--- src/rtl/fsm_timer_pkg.sv ---
// Shared constants and helpers for the delay-timer datapath.
//   TICKS_DEFAULT   : default clk cycles per delay unit
//   DELAY_W_DEFAULT : default width of the serially loaded delay field
//   presc_w()       : prescaler width for a given ticks-per-unit value
package fsm_timer_pkg;
  localparam int TICKS_DEFAULT   = 1000;
  localparam int DELAY_W_DEFAULT = 4;

  // Smallest width that can hold 0..ticks-1. The guard keeps the width at
  // least 1 bit.
  function automatic int presc_w(input int ticks);
    return (ticks < 2) ? 1 : $clog2(ticks);
  endfunction
endpackage

--- src/rtl/fsm_timer_datapath_unit_tick_counter.sv ---
// unit_tick_counter: mod-N prescaler.
//   clk   : clock
//   reset : synchronous active-high reset
//   clr   : synchronous clear to 0 (wins over en)
//   en    : advance one step; N-1 wraps to 0
//   cnt   : current count
//   tc    : terminal count, combinational (cnt == N-1)
module unit_tick_counter #(
  parameter int N = 1000,
  parameter int W = 10
) (
  input  logic         clk,
  input  logic         reset,
  input  logic         clr,
  input  logic         en,
  output logic [W-1:0] cnt,
  output logic         tc
);
  assign tc = (cnt == W'(N - 1));

  always_ff @(posedge clk) begin
    if (reset || clr)
      cnt <= '0;
    else if (en)
      cnt <= tc ? '0 : cnt + 1'b1;
  end
endmodule

--- src/rtl/fsm_timer_datapath.sv ---
// fsm_timer_datapath: delay load/countdown datapath driven by an upstream
// one-hot FSM. It holds no sequencing state of its own.
//   clk           : clock
//   reset         : synchronous active-high reset
//   d             : serial delay bit, MSB first
//   shift_ena     : shift d into the delay register
//   counting      : FSM is in Count; advance the timer
//   done_counting : combinational, high in the last cycle of the interval
//   count         : remaining delay units (the delay register itself)
module fsm_timer_datapath
  import fsm_timer_pkg::*;
#(
  parameter int TICKS_PER_UNIT = TICKS_DEFAULT,
  parameter int DELAY_W        = DELAY_W_DEFAULT
) (
  input  logic               clk,
  input  logic               reset,
  input  logic               d,
  input  logic               shift_ena,
  input  logic               counting,
  output logic               done_counting,
  output logic [DELAY_W-1:0] count
);
  localparam int PW = presc_w(TICKS_PER_UNIT);

  logic [DELAY_W-1:0] delay;
  logic [PW-1:0]      presc;
  logic               presc_tc;
  logic               adv;

  // A shift always wins over counting, so a collision is shift-only.
  assign adv = counting & ~shift_ena;

  unit_tick_counter #(
    .N (TICKS_PER_UNIT),
    .W (PW)
  ) u_presc (
    .clk   (clk),
    .reset (reset),
    .clr   (shift_ena),
    .en    (adv),
    .cnt   (presc),
    .tc    (presc_tc)
  );

  always_ff @(posedge clk) begin
    if (reset)
      delay <= '0;
    else if (shift_ena)
      delay <= {delay[DELAY_W-2:0], d};
    else if (adv && presc_tc && (delay != '0))
      delay <= delay - 1'b1;
  end

  // The last unit is spent with delay already at 0, which gives the
  // (loaded+1) units of total interval. Reset masks a pending terminal tick.
  assign done_counting = ~reset & adv & presc_tc & (delay == '0);
  assign count         = delay;
endmodule

--- config.mk ---
export PLATFORM = sky130hd
export DESIGN_NAME = fsm_timer_datapath
export DESIGN_NICKNAME = d
export VERILOG_FILES = /design/src/rtl/fsm_timer_pkg.sv /design/src/rtl/fsm_timer_datapath_unit_tick_counter.sv /design/src/rtl/fsm_timer_datapath.sv
export SDC_FILE = /design/constraint.sdc
export NUM_CORES = 1
export LEC_CHECK = 0
export ABC_AREA = 0
export BUFFER_PORTS_ARGS = -buffer_cell sky130_fd_sc_hd__buf_2
export CORE_MARGIN = 2
export CORE_UTILIZATION = 45
export DETAILED_ROUTE_END_ITERATION = 10
export PLACE_DENSITY = 0.73
export SETUP_SLACK_MARGIN = 0.3
export SLEW_MARGIN = 20
export SYNTH_ARGS = -nofsm -noshare
export SYNTH_HDL_FRONTEND = slang
export SYNTH_HIERARCHICAL = 1
export SYNTH_SLANG_ARGS = --single-unit
--- constraint.sdc ---
create_clock -name clk -period 4.5 [get_ports clk]
set_input_delay 0.45 -clock clk [delete_from_list [all_inputs] [get_ports clk]]
set_output_delay 0.45 -clock clk [all_outputs]
set_load 0.05 [all_outputs]
* Yosys cells after proc, flatten, opt, wreduce, memory -nomap -nowiden *
Cells that the tools add are included.

word-level totals
  register bits = 14
  output and inout port bits = 5
  word-level logic and storage cells = 20
  input port bits = 5

cells by class
  muxes and demuxes = 3
  add/sub/neg operators = 2
  equality and inequality tests = 1
  reductions and logical operators = 6
  bitwise operators = 6

operator list
  operator               count
  $add 10x1->10 const B  1
  $eq 10x10->1 const B   1
  $mux 10                1
  $mux 4                 2
  $and 1x1->1            4
  $logic_not 4->1        1
  $reduce_bool 4->1      1
  $sub 4x1->4 const B    1
  $logic_and 1x1->1      2
  $not 1->1              2
  $reduce_bool 2->1      1
  $logic_or 1x1->1       1

* Longest topological paths before layout *
  depth after elaboration = 6
  gate-level depth with buffers = 7
  gate-level depth less buffers = 6

* By module *
The synthesis kept the hierarchy.

modules (own cells, without submodules)
  module              seq. area each (um2)  cells an instance  times used  area an instance (um2)
  unit_tick_counter   200.2                 52                 1           498.0
  fsm_timer_datapath  80.1                  32                 1           277.8

* Worst setup path before layout *
Ideal clock, no wire load.

  path type = reg2out
  start point = reg u_presc.cnt[0]
  end point = out done_counting
  cell stages (with the launch flop) = 7
  data required time = 4.050 ns
  path buffers = 1
  path slack = 2.245 ns
  arrival = 1.805 ns
  cells stage by stage = dfxtp_1 > ha_1 > nand2_2 > nor3_1 > and3b_1 > clkbuf_1 > and3_1

on the way
  word-level cells in the longest chain between the ends = 3

ends and longest elaborated chain
  element                   RTL line                                    text
  start: declaration        fsm_timer_datapath_unit_tick_counter.sv:16  output logic [W-1:0] cnt,
  start signal: assignment  fsm_timer_datapath_unit_tick_counter.sv:25  cnt <= tc ? '0 : cnt + 1'b1;
  $eq 10x10->1              fsm_timer_datapath_unit_tick_counter.sv:19  assign tc = (cnt == W'(N - 1));
  net presc_tc              fsm_timer_datapath.sv:28                    logic presc_tc;
  $and 1x1->1 (2 in a row)  fsm_timer_datapath.sv:57                    assign done_counting = ~reset & adv & presc_tc & (delay == '0);
  end: declaration          fsm_timer_datapath.sv:21                    output logic done_counting,

The timed path passes the listed nets, and every way through them passes these cells.

* Worst setup path in the final report *
Same ends and word-level chain as after synthesis.

==> reports/metrics.yaml <==
detailed_place_hpwl_mm: 1.050
clock_sinks: 14
die_x_um: 45.52
cts_tree: "done"
cts_made_buffers: 3
yosys_register_bits: 14
synth-seq-area-share_pct: 36.13
dieArea_um2: 2072
power.share.switching_pct: 24.03
path_clk_slew_ps: 90
crit_fanout: 6
netlist_instances: 84
syn-num-nets: 92
skew_ps: 6.015
drt_wl_total_mm: 1.410
holdWs_ps: 426.6
pwr-share-seq_pct: 52.7
critPathKind: "flip-flop to primary output"
ir_worst_vdd_uv: 140.3
drc_errors: 0
clockBufferDepth: 2
area_growth_pct: 11.45
place_congestion: 0.8855
leakage_nw: 0.3097
synth.avg_cell_area_um2: 9.235
hp-class: "input pin to flip-flop"
drv_slew: 0
max_freq_mhz: 385.7
io_buffer_count: 9
critPathLaunch: "u_presc/cnt[0]"
arrival_ps: 2140
cp.required_ps: 4050
wl_per_cell_um: 12.70
fin_nets: 103
timing.final.crit_share_pct: 57.61
root_buffer: "clkbuf_4"
grt_pass1_vias: 587
cts_setup_buffers: 0
grt_pass1_wl_mm: 2.573
drtPass1Iterations: 4
timing.final.crit_period_ps: 2593
setup_tns_ps: 0
cts-resized-gates: 0
r2r_start: "u_presc/cnt[0]"
maxCapViolCount: 0
antenna_found_initial: 0
intPower_uw: 182.7
hp-start: "reset"
worstSetupEndpointType: "primary output"
drt_iter0_drc: 20
antenna_cells: 0
num_vias: 656
final_cells: 111
coreArea_um2: 1670
placed_cells: 107
yosysWarnings: 6
slew_headroom_pct: 55.95
num_rows: 15
clkPwrFrac_pct: 37.9
h-tree-depth: 1
track_usage_pct: 16.78
rsz0062_at_grt: "no"
comb_power_share_pct: 9.4
vias_per_cell: 5.910
yosys_most_used_dff: "dfxtp_1"
powerDensity_nw_per_um2: 278.1
ant_nets: 0
cts_hold_buf: 0
io_pins: 10
die_h_um: 45.52
start_util_pct: 46.44
synth_edf_count: 0
grt_max_degree: 11
syn-cell-area_um2: 775.7
hold_viol_final: 0
grt-ovfl-total: 0
layout-drive-gt1-share_pct: 20.21
setup_viol: 0
p_sw_uw: 57.78
cp-start-kind: "flip-flop"
synth-async-reset-ratio_pct: 0
status: "complete, no violations"
synth_cell_types: 37
worst_pin_slew_ps: 659.4
clock_latency_ps: 280
state kept, by name (all words and copies together) (netlist names):
| name | cells |
|---|---|
| u_presc/cnt | 10 |
| count | 4 |
worst paths after layout:
path | slack (ps) | cells past startpoint | end
max reg2reg | 2680 | 6 | count[1]
max | 1910 | 6 | done_counting
min | 430 | 2 | count[0]
min reg2reg | 480 | 2 | u_presc/cnt[8]
layer usage:
layer	up-vias	wire length, um	track usage [%]
li1	338	-	-
met1	304	680	22.93
met2	10	654	25.35
met3	4	47	2.381
met4	0	27	8.824
met5	-	0	0
cell families after synthesis:
kind of cell,Yosys count,share of synthesized area [%]
multiplexers,2,2.581
AO/OA/AOI/OAI,18,18.55
buffers and inverters,6,3.225
XOR/XNOR,4,4.517
adder cells (fa/ha/maj),3,4.839
flip-flops,14,36.13
AND/OR/NAND/NOR,37,30.16
cells in the mapped netlist (2+ instances only):
master / n / area, um2
nand4_1: 3 / 18.77
nand2_1: 5 / 18.77
mux2i_1: 2 / 20.02
buf_2: 2 / 10.01
dfxtp_1: 14 / 280.3
o31ai_1: 2 / 15.01
or3_1: 3 / 18.77
nand3_1: 5 / 25.02
o21ai_0: 3 / 15.01
xor2_1: 3 / 26.28
nor3_1: 2 / 10.01
inv_1: 3 / 11.26
ha_1: 3 / 37.54
nor2_1: 6 / 22.52
nand3b_1: 2 / 15.01
a21oi_1: 5 / 25.02
worst max-delay path, stage by stage, from the launching register on:
cell and delay [ps]:
dfxtp_1 410, ha_1 250, nand2_2 110, nor3_1 310, and3b_1 320, and3_1 190
buf_2 260
through the flow:
step	utilization [%]	setup slack, ps	power, mW	cell area [um2]
finish	51.76	1907	0.2404	864.6
global route	51.76	1725	0.2513	864.6
CTS	51.76	1882	0.2447	864.6
detailed placement	49.59	2203	0.1523	828.3
global placement	49.59	2286	0.1516	828.3
floorplan	-	2245	0.1464	775.7
cells in the final DEF (no fill, tap or decap), drive strengths merged, types with 3 or more instances in the layout:
cell type / netlist / routed
dfxtp: 14 / 14
buf: 2 / 9
nor2: 6 / 6
nand2: 6 / 6
a21oi: 6 / 6
nand3: 5 / 5
clkbuf: 1 / 4
nand4: 4 / 4
inv: 3 / 3
ha: 3 / 3
o21ai: 3 / 3
or3: 3 / 3
xor2: 3 / 3
layout make-up:
class | count | area, um2
Tap cell | 17 | 21.27
Timing Repair Buffer | 9 | 45.04
Sequential cell | 14 | 280.3
Clock buffer | 4 | 36.28
Fill cell | 161 | 805.8
Inverter | 3 | 11.26
Multi-Input combinational cell | 64 | 470.5
power groups by stage:
stage / Clock (mW) / Combinational [mW] / Sequential (mW)
floorplan: 0 / 0.0135 / 0.133
global placement: 0 / 0.0220 / 0.130
detailed placement: 0 / 0.0226 / 0.130
CTS: 0.0953 / 0.0227 / 0.127
global route: 0.0990 / 0.0251 / 0.127
finish: 0.0912 / 0.0225 / 0.127
Power figures use the tool's default switching activity.
